`src/rtl/arith_result_collector.sv`:
```
// arith_result_collector: captures result/status pairs from the arithmetic
// unit into a small FIFO with a valid/ready consumer port, and keeps
// per-status-bit saturating event counters plus a sticky overflow flag.
module arith_result_collector #(
  parameter int unsigned M     = 32,
  parameter int unsigned DEPTH = 4,
  parameter int unsigned CW    = 8
) (
  input  logic                     clk,
  input  logic                     i_reset,
  input  logic                     i_valid,
  input  logic [M-1:0]             i_result,
  input  logic [3:0]               i_status,
  input  logic                     i_ready,
  input  logic                     i_clear_cnt,
  output logic                     o_valid,
  output logic [M-1:0]             o_data,
  output logic [3:0]               o_stat,
  output logic [$clog2(DEPTH):0]   o_count,
  output logic                     o_full,
  output logic                     o_overflow,
  output logic [4*CW-1:0]          o_err_cnt
);

  localparam int unsigned AW    = $clog2(DEPTH);
  localparam int unsigned CNTW  = AW + 1;
  localparam int unsigned NSTAT = 4;
  localparam logic [CW-1:0]   CNT_MAX = '1;
  localparam logic [CNTW-1:0] DEPTH_C = CNTW'(DEPTH);

  logic [M-1:0]    data_mem [DEPTH];
  logic [3:0]      stat_mem [DEPTH];
  logic [AW-1:0]   head;
  logic [AW-1:0]   tail;
  logic            do_read;
  logic            do_write;
  logic            do_drop;
  logic [CNTW-1:0] count_nxt;

  // Handshake decode; a full FIFO still accepts when the head pops this cycle
  always_comb begin
    do_read   = o_valid && i_ready;
    do_write  = i_valid && (!o_full || do_read);
    do_drop   = i_valid && o_full && !do_read;
    count_nxt = o_count + CNTW'(do_write) - CNTW'(do_read);
  end

  // Head entry is presented straight from storage; no bypass path
  assign o_data = data_mem[head];
  assign o_stat = stat_mem[head];

  // FIFO storage, pointers and registered occupancy flags
  always_ff @(posedge clk) begin
    if (i_reset) begin
      head    <= '0;
      tail    <= '0;
      o_count <= '0;
      o_valid <= 1'b0;
      o_full  <= 1'b0;
      for (int unsigned i = 0; i < DEPTH; i++) begin
        data_mem[i] <= '0;
        stat_mem[i] <= '0;
      end
    end else begin
      if (do_write) begin
        data_mem[tail] <= i_result;
        stat_mem[tail] <= i_status;
        tail           <= tail + AW'(1);
      end
      if (do_read) begin
        head <= head + AW'(1);
      end
      o_count <= count_nxt;
      o_valid <= (count_nxt != '0);
      o_full  <= (count_nxt == DEPTH_C);
    end
  end

  // Saturating event counters and sticky overflow; clear beats any update
  always_ff @(posedge clk) begin
    if (i_reset || i_clear_cnt) begin
      o_err_cnt  <= '0;
      o_overflow <= 1'b0;
    end else begin
      if (do_drop) begin
        o_overflow <= 1'b1;
      end
      for (int unsigned k = 0; k < NSTAT; k++) begin
        if (do_write && i_status[k] && (o_err_cnt[k*CW +: CW] != CNT_MAX)) begin
          o_err_cnt[k*CW +: CW] <= o_err_cnt[k*CW +: CW] + CW'(1);
        end
      end
    end
  end

endmodule

```
`config.mk`:
```
export PLATFORM = sky130hd
export DESIGN_NAME = arith_result_collector
export DESIGN_NICKNAME = d
export VERILOG_FILES = /design/src/rtl/arith_result_collector.sv
export SDC_FILE = /design/constraint.sdc
export NUM_CORES = 1
export LEC_CHECK = 0
export ABC_AREA = 1
export BUFFER_PORTS_ARGS = -buffer_cell sky130_fd_sc_hd__buf_2
export CAP_MARGIN = 20
export CELL_PAD_IN_SITES_DETAIL_PLACEMENT = 1
export CELL_PAD_IN_SITES_GLOBAL_PLACEMENT = 2
export CORE_MARGIN = 5
export CORE_UTILIZATION = 40
export CTS_BUF_LIST = sky130_fd_sc_hd__clkbuf_4 sky130_fd_sc_hd__clkbuf_8
export CTS_CLUSTER_SIZE = 8
export DETAILED_ROUTE_END_ITERATION = 8
export PLACE_DENSITY_LB_ADDON = 0.1
export SLEW_MARGIN = 20
export SYNTH_ARGS = -nofsm -noshare
export SYNTH_HDL_FRONTEND = slang
export SYNTH_SLANG_ARGS = --single-unit
```
`constraint.sdc`:
```
create_clock -name clk -period 12.28 [get_ports clk]
set_clock_uncertainty 0.15 [all_clocks]
set_input_delay 0 -clock clk [delete_from_list [all_inputs] [get_ports clk]]
set_output_delay 0 -clock clk [all_outputs]
set_load 0.005 [all_outputs]
```
* Yosys cells after proc, flatten, opt, wreduce, memory -nomap -nowiden *
Memories as Yosys holds them, arrays and structs flattened. A register that Yosys moved wholly into a read port is not among the register bits.
Index checks and enable logic that the tools add are counted.

cells by class
  $add $sub $neg = 8
  equality and inequality tests = 5
  mux-type cells = 15
  reductions and logical operators = 19

operators with widths
  kind                   count
  $add A8 B1 Y8 const B  4
  $mux W32               1
  $ne A8 B8 Y1 const B   4
  $reduce_or A32 Y1      1
  $logic_and A1 B1 Y1    12
  $mux W2                6
  $mux W1                7
  $add A2 B1 Y2 const B  2
  $mux W4                1
  $reduce_or A4 Y1       1
  $add A3 B1 Y3          1
  $eq A3 B3 Y1 const B   1
  $reduce_bool A3 Y1     1
  $sub A3 B1 Y3          1
  $logic_not A1 Y1       2
  $logic_or A1 B1 Y1     2

storage, ports and cells
  flip-flop bits (word level) = 42
  memory bits (writable) = 144
  input port bits = 41
  output and inout bits = 74
  word-level logic and storage cells = 59
  memories kept = 2

memory list
  name      words  bits a word  read ports  clocked after Yosys merged registers in  wr ports  RTL line  source
  data_mem  4      32           1           1                                        4         31        logic [M-1:0] data_mem [DEPTH];
  stat_mem  4      4            1           1                                        4         32        logic [3:0] stat_mem [DEPTH];

* Depth between registers and ports, before layout *
  word-level depth = 8
  mapped depth = 12
  gate-level depth less buffers = 12

* Worst setup path before layout *
No wires, ideal clock.

  kind = reg2reg
  start = reg o_valid
  end = mem data_mem[2][0] (enable)
  library setup time = 0.479 ns
  data arrival time = 3.481 ns
  data required time = 11.651 ns
  path slack = 8.169 ns
  cell stages (with the launch flop) = 8
  path buffers = 1
  clock period less this slack = 4.111 ns
  cell sequence = dfxtp_1 nand2_2 nand2_4 nand2_4 nor2_4 buf_6 nand2_1 o21ai_0

RTL lines
  item                    RTL line  source
  from (decl)             16        output logic o_valid,
  from (signal assigned)  74        o_valid <= (count_nxt != '0);
  to (decl)               31

==> out/qor.log <==
[sta] post-route setup slack 9200 ps
[clocking] number of buffers added by the clock tree synthesis step 17
[drt] post-route ant nets 0
[clocking] number of H-tree branching levels 4
[worst_setup_path] startpoint of the lowest-slack register-to-register path o_valid$_SDFF_PP0_
[placement] placed standard-cell area 9430 um2
[hold_path] Worst Hold Launch i_reset
[drt] met3 wirelength from detailed routing 867 um
[floorplan] Ports 115
[clocking] maximum count of clock buffers along a single path 2
[layout] cell area after layout 10300 um2
[logic_synthesis] synthesized net count 987
[worst_setup_path] category of the worst setup path capture point flip-flop
[hold_path] hold endpoint o_count[1]$_SDFF_PP0_
[sta] minimum clock period after layout 3080 ps
[drt] via-per-instance ratio 4.96
[worst_setup_path] maximum fanout along the worst path 37
[sta] setup_tns 0 ps
[sta] Final Hold Viols 0
[drt] routed wire length per instance 16.5 um
[worst_setup_path] endpoint of the most critical register-to-register path stat_mem[0][3]$_SDFFCE_PN0P_
[sta] post-route clock period utilization 0.251
[placement] HPWL after detailed placement 14400 um
[logic_synthesis] unique cell type count in the Yosys netlist 28
[clocking] CTS Root Buffer Type sky130_fd_sc_hd__clkbuf_8
[layout] count of inserted antenna diode cells 0
[drt] DR WL met2 11500 um
[worst_setup_path] Data arrival, critical path 3000 ps
[sta] endpoints failing setup 0
[drt] DRT met1 WL 9890 um
[worst_setup_path] Crit Path Category flip-flop to flip-flop
[drt] drt drc 0
[sta] slew at the pin closest to its max-slew limit 963 ps
[worst_setup_path] required time of the critical path 12200 ps
[drt] total detailed-routing wirelength 22600 um
[layout] Post-Route Utilization 0.489
[power] Max VDD drop 0.0678 mV
[worst_setup_path] logic depth of the worst register-to-register path 6
[floorplan] number of core rows 53
[placement] dpl ws 9160 ps
[global_routing] overall global routing resource usage 0.189
[worst_setup_path] CP Launch Type flip-flop
[clocking] number of sinks handled by clock tree synthesis 188
[global_routing] wire length of the first global-routing pass 36900 um
[logic_synthesis] number of synthesized register bits 188
[layout] most common library cell in the layout ignoring fill and taps sky130_fd_sc_hd__nor2_1
[flow_run] count of max-cap constraint violations 0
[layout] leading cell types in the layout, fill and taps excluded sky130_fd_sc_hd__nor2_1 (255), sky130_fd_sc_hd__edfxtp_1 (144), sky130_fd_sc_hd__nand2_1 (129)
[floorplan] initial core utilization 0.408
[power] Leak 4.44 nW
[global_routing] overflow left after global routing 0
[layout] number of nets in the layout 1131
[worst_setup_path] worst setup slack for register-to-register paths 9200 ps
[floorplan] floorplan core area 21100 um2
[drt] Initial DRT Pass Iterations 4
[drt] count of routing violations after the opening detailed-route iteration 324
[floorplan] Die Width 157 um
[layout] share of final-layout standard cells stronger than drive strength 1 0.163
[power] ratio of total power to cell area 158 nW/um2
[sta] unrepaired setup endpoints after global routing false
[global_routing] via count of the first global-routing pass 7222
[global_routing] pin count of the biggest net entering global routing 74
[logic_synthesis] sequential area share after synthesis 0.605
[power] total chip power 1.63 mW
[clocking] source-to-sink clock delay at the later pin of the worst-skew pair 450 ps
[sta] number of max-slew violations in the final report 0
[floorplan] Die Area 24500 um2
[sta] f_max 325 MHz
[clocking] clock slew seen by the registers of the worst setup and hold paths 90 ps
[logic_synthesis] summed instance area of the synthesized netlist 8600 um2
[run_status] result of the run completed
[logic_synthesis] warnings from Yosys 0
[clocking] number of setup buffers added after CTS 0
[hold_path] Min-Delay Path Depth 3
[logic_synthesis] Syn Area/Cell 9.16 um2
[placement] input/output buffers 114
[floorplan] height of the die 157 um
[layout] Area growth, synth to finish 20.0%
[sta] max_slew headroom 0.355
[logic_synthesis] number of instances in the synthesized netlist 939
[global_routing] number of antenna violations at the first check in global routing 0
[placement] gpl congestion 0.769
[drt] Top Metal Used met4
[clocking] CTS tree yes
[drt] via count 6807
[hold_path] path type of the worst min-delay path input port to flip-flop
-- state kept, by name (all words and copies together), names as in the netlist, named ones only --
signal,flops
head,2
o_count,3
o_full,1
data_mem,128
tail,2
o_err_cnt,32
o_overflow,1
o_valid,1
stat_mem,16
-- layout make-up --
class,instances,area (um2)
inverter,94,353
fill,2530,10800
sequential,188,5210
clock buffer,18,241
multi-input combinational,614,2880
timing repair buffer,168,1080
clock inverter,14,216
tap,275,344
-- stage by stage --
step                      hold WS [ps]  std cells
after CTS                          204       1371
after global routing               219       1371
after global placement             147       1296
final                              216       1371
after floorplan                  -83.3        939
after detailed placement           159       1296
-- power by group --
| part | internal (mW) | switching, mW |
|---|---|---|
| clock | 0.246 | 0.224 |
| combinational | 0.127 | 0.249 |
| sequential | 0.756 | 0.0281 |
-- worst max path at each step --
| stage | end | start | slack (ps) |
|---|---|---|---|
| 5_1_grt | data_mem[0][20]$_SDFFCE_PN0P_ | o_valid$_SDFF_PP0_ | 8960 |
| 3_5_place_dp | data_mem[0][16]$_SDFFCE_PN0P_ | o_valid$_SDFF_PP0_ | 9160 |
| 3_3_place_gp | data_mem[0][17]$_SDFFCE_PN0P_ | o_valid$_SDFF_PP0_ | 9220 |
| 4_1_cts | data_mem[0][14]$_SDFFCE_PN0P_ | o_valid$_SDFF_PP0_ | 9150 |
| 6_report | stat_mem[0][3]$_SDFFCE_PN0P_ | o_valid$_SDFF_PP0_ | 9200 |
| 2_1_floorplan | data_mem[2][0]$_SDFFCE_PN0P_ | o_valid$_SDFF_PP0_ | 8170 |
-- layer usage --
metal | track usage | vias up
li1 | - | 3400
met3 | 0.0293 | 14
met4 | 0.0550 | 0
met2 | 0.343 | 112
met1 | 0.233 | 3281
met5 | 0 | -
-- critical path: stages, from the launching register on --
cell	delay (ps)
sky130_fd_sc_hd__dfxtp_1	350
sky130_fd_sc_hd__nand2_2	90
sky130_fd_sc_hd__nand2_4	130
sky130_fd_sc_hd__nand2_4	110
sky130_fd_sc_hd__nor2_4	110
sky130_fd_sc_hd__nand3_2	680
sky130_fd_sc_hd__nand2_2	1070
-- timing repair --
item | in CTS | in global routing
gates resized for setup | 0 | 0
hold buffers | 43 | 0
hold endpoints to repair | 185 | 0
-- Yosys cell counts --
master                     count  area, um2
sky130_fd_sc_hd__nor2_1      256        961
sky130_fd_sc_hd__edfxtp_1    144       4320
sky130_fd_sc_hd__nand2_1     130        488
sky130_fd_sc_hd__inv_1        91        342
sky130_fd_sc_hd__o21ai_0      89        445
sky130_fd_sc_hd__dfxtp_1      44        881
sky130_fd_sc_hd__nand3_1      41        205
sky130_fd_sc_hd__o22ai_1      36        225
sky130_fd_sc_hd__clkbuf_1     24       90.1
sky130_fd_sc_hd__nand4_1      16        100
sky130_fd_sc_hd__buf_2        12       60.1
sky130_fd_sc_hd__nand2_4      12        135
sky130_fd_sc_hd__a21oi_1      10       50.1
sky130_fd_sc_hd__ha_1          6       75.1
sky130_fd_sc_hd__xnor2_1       5       43.8
sky130_fd_sc_hd__buf_1         4       15.0
sky130_fd_sc_hd__nor3_1        4       20.0
sky130_fd_sc_hd__clkinv_1      3       11.3
sky130_fd_sc_hd__buf_6         2       22.5
sky130_fd_sc_hd__o31ai_1       2       15.0
sky130_fd_sc_hd__a31oi_1       1       6.26
sky130_fd_sc_hd__buf_12        1       20.0
sky130_fd_sc_hd__fa_1          1       20.0
sky130_fd_sc_hd__nand2_2       1       6.26
sky130_fd_sc_hd__nand3_2       1       10.0
sky130_fd_sc_hd__nor2_4        1       11.3
sky130_fd_sc_hd__or2_2         1       6.26
sky130_fd_sc_hd__xor2_1        1       8.76
-- cells by family (layout without fill, tap and decap cells) --
group                      Yosys count  count (layout)  share of synthesized area
and+or+nand+nor                    463             463                      0.226
DFF                                188             188                      0.605
AOI/OAI and AO/OA                  138             138                     0.0863
buffers and inverters              137             294                     0.0652
adders and majority gates            7               7                     0.0111
xor gates and xnor gates             6               6                    0.00611
No activity file was read; power rests on OpenSTA's default activity.
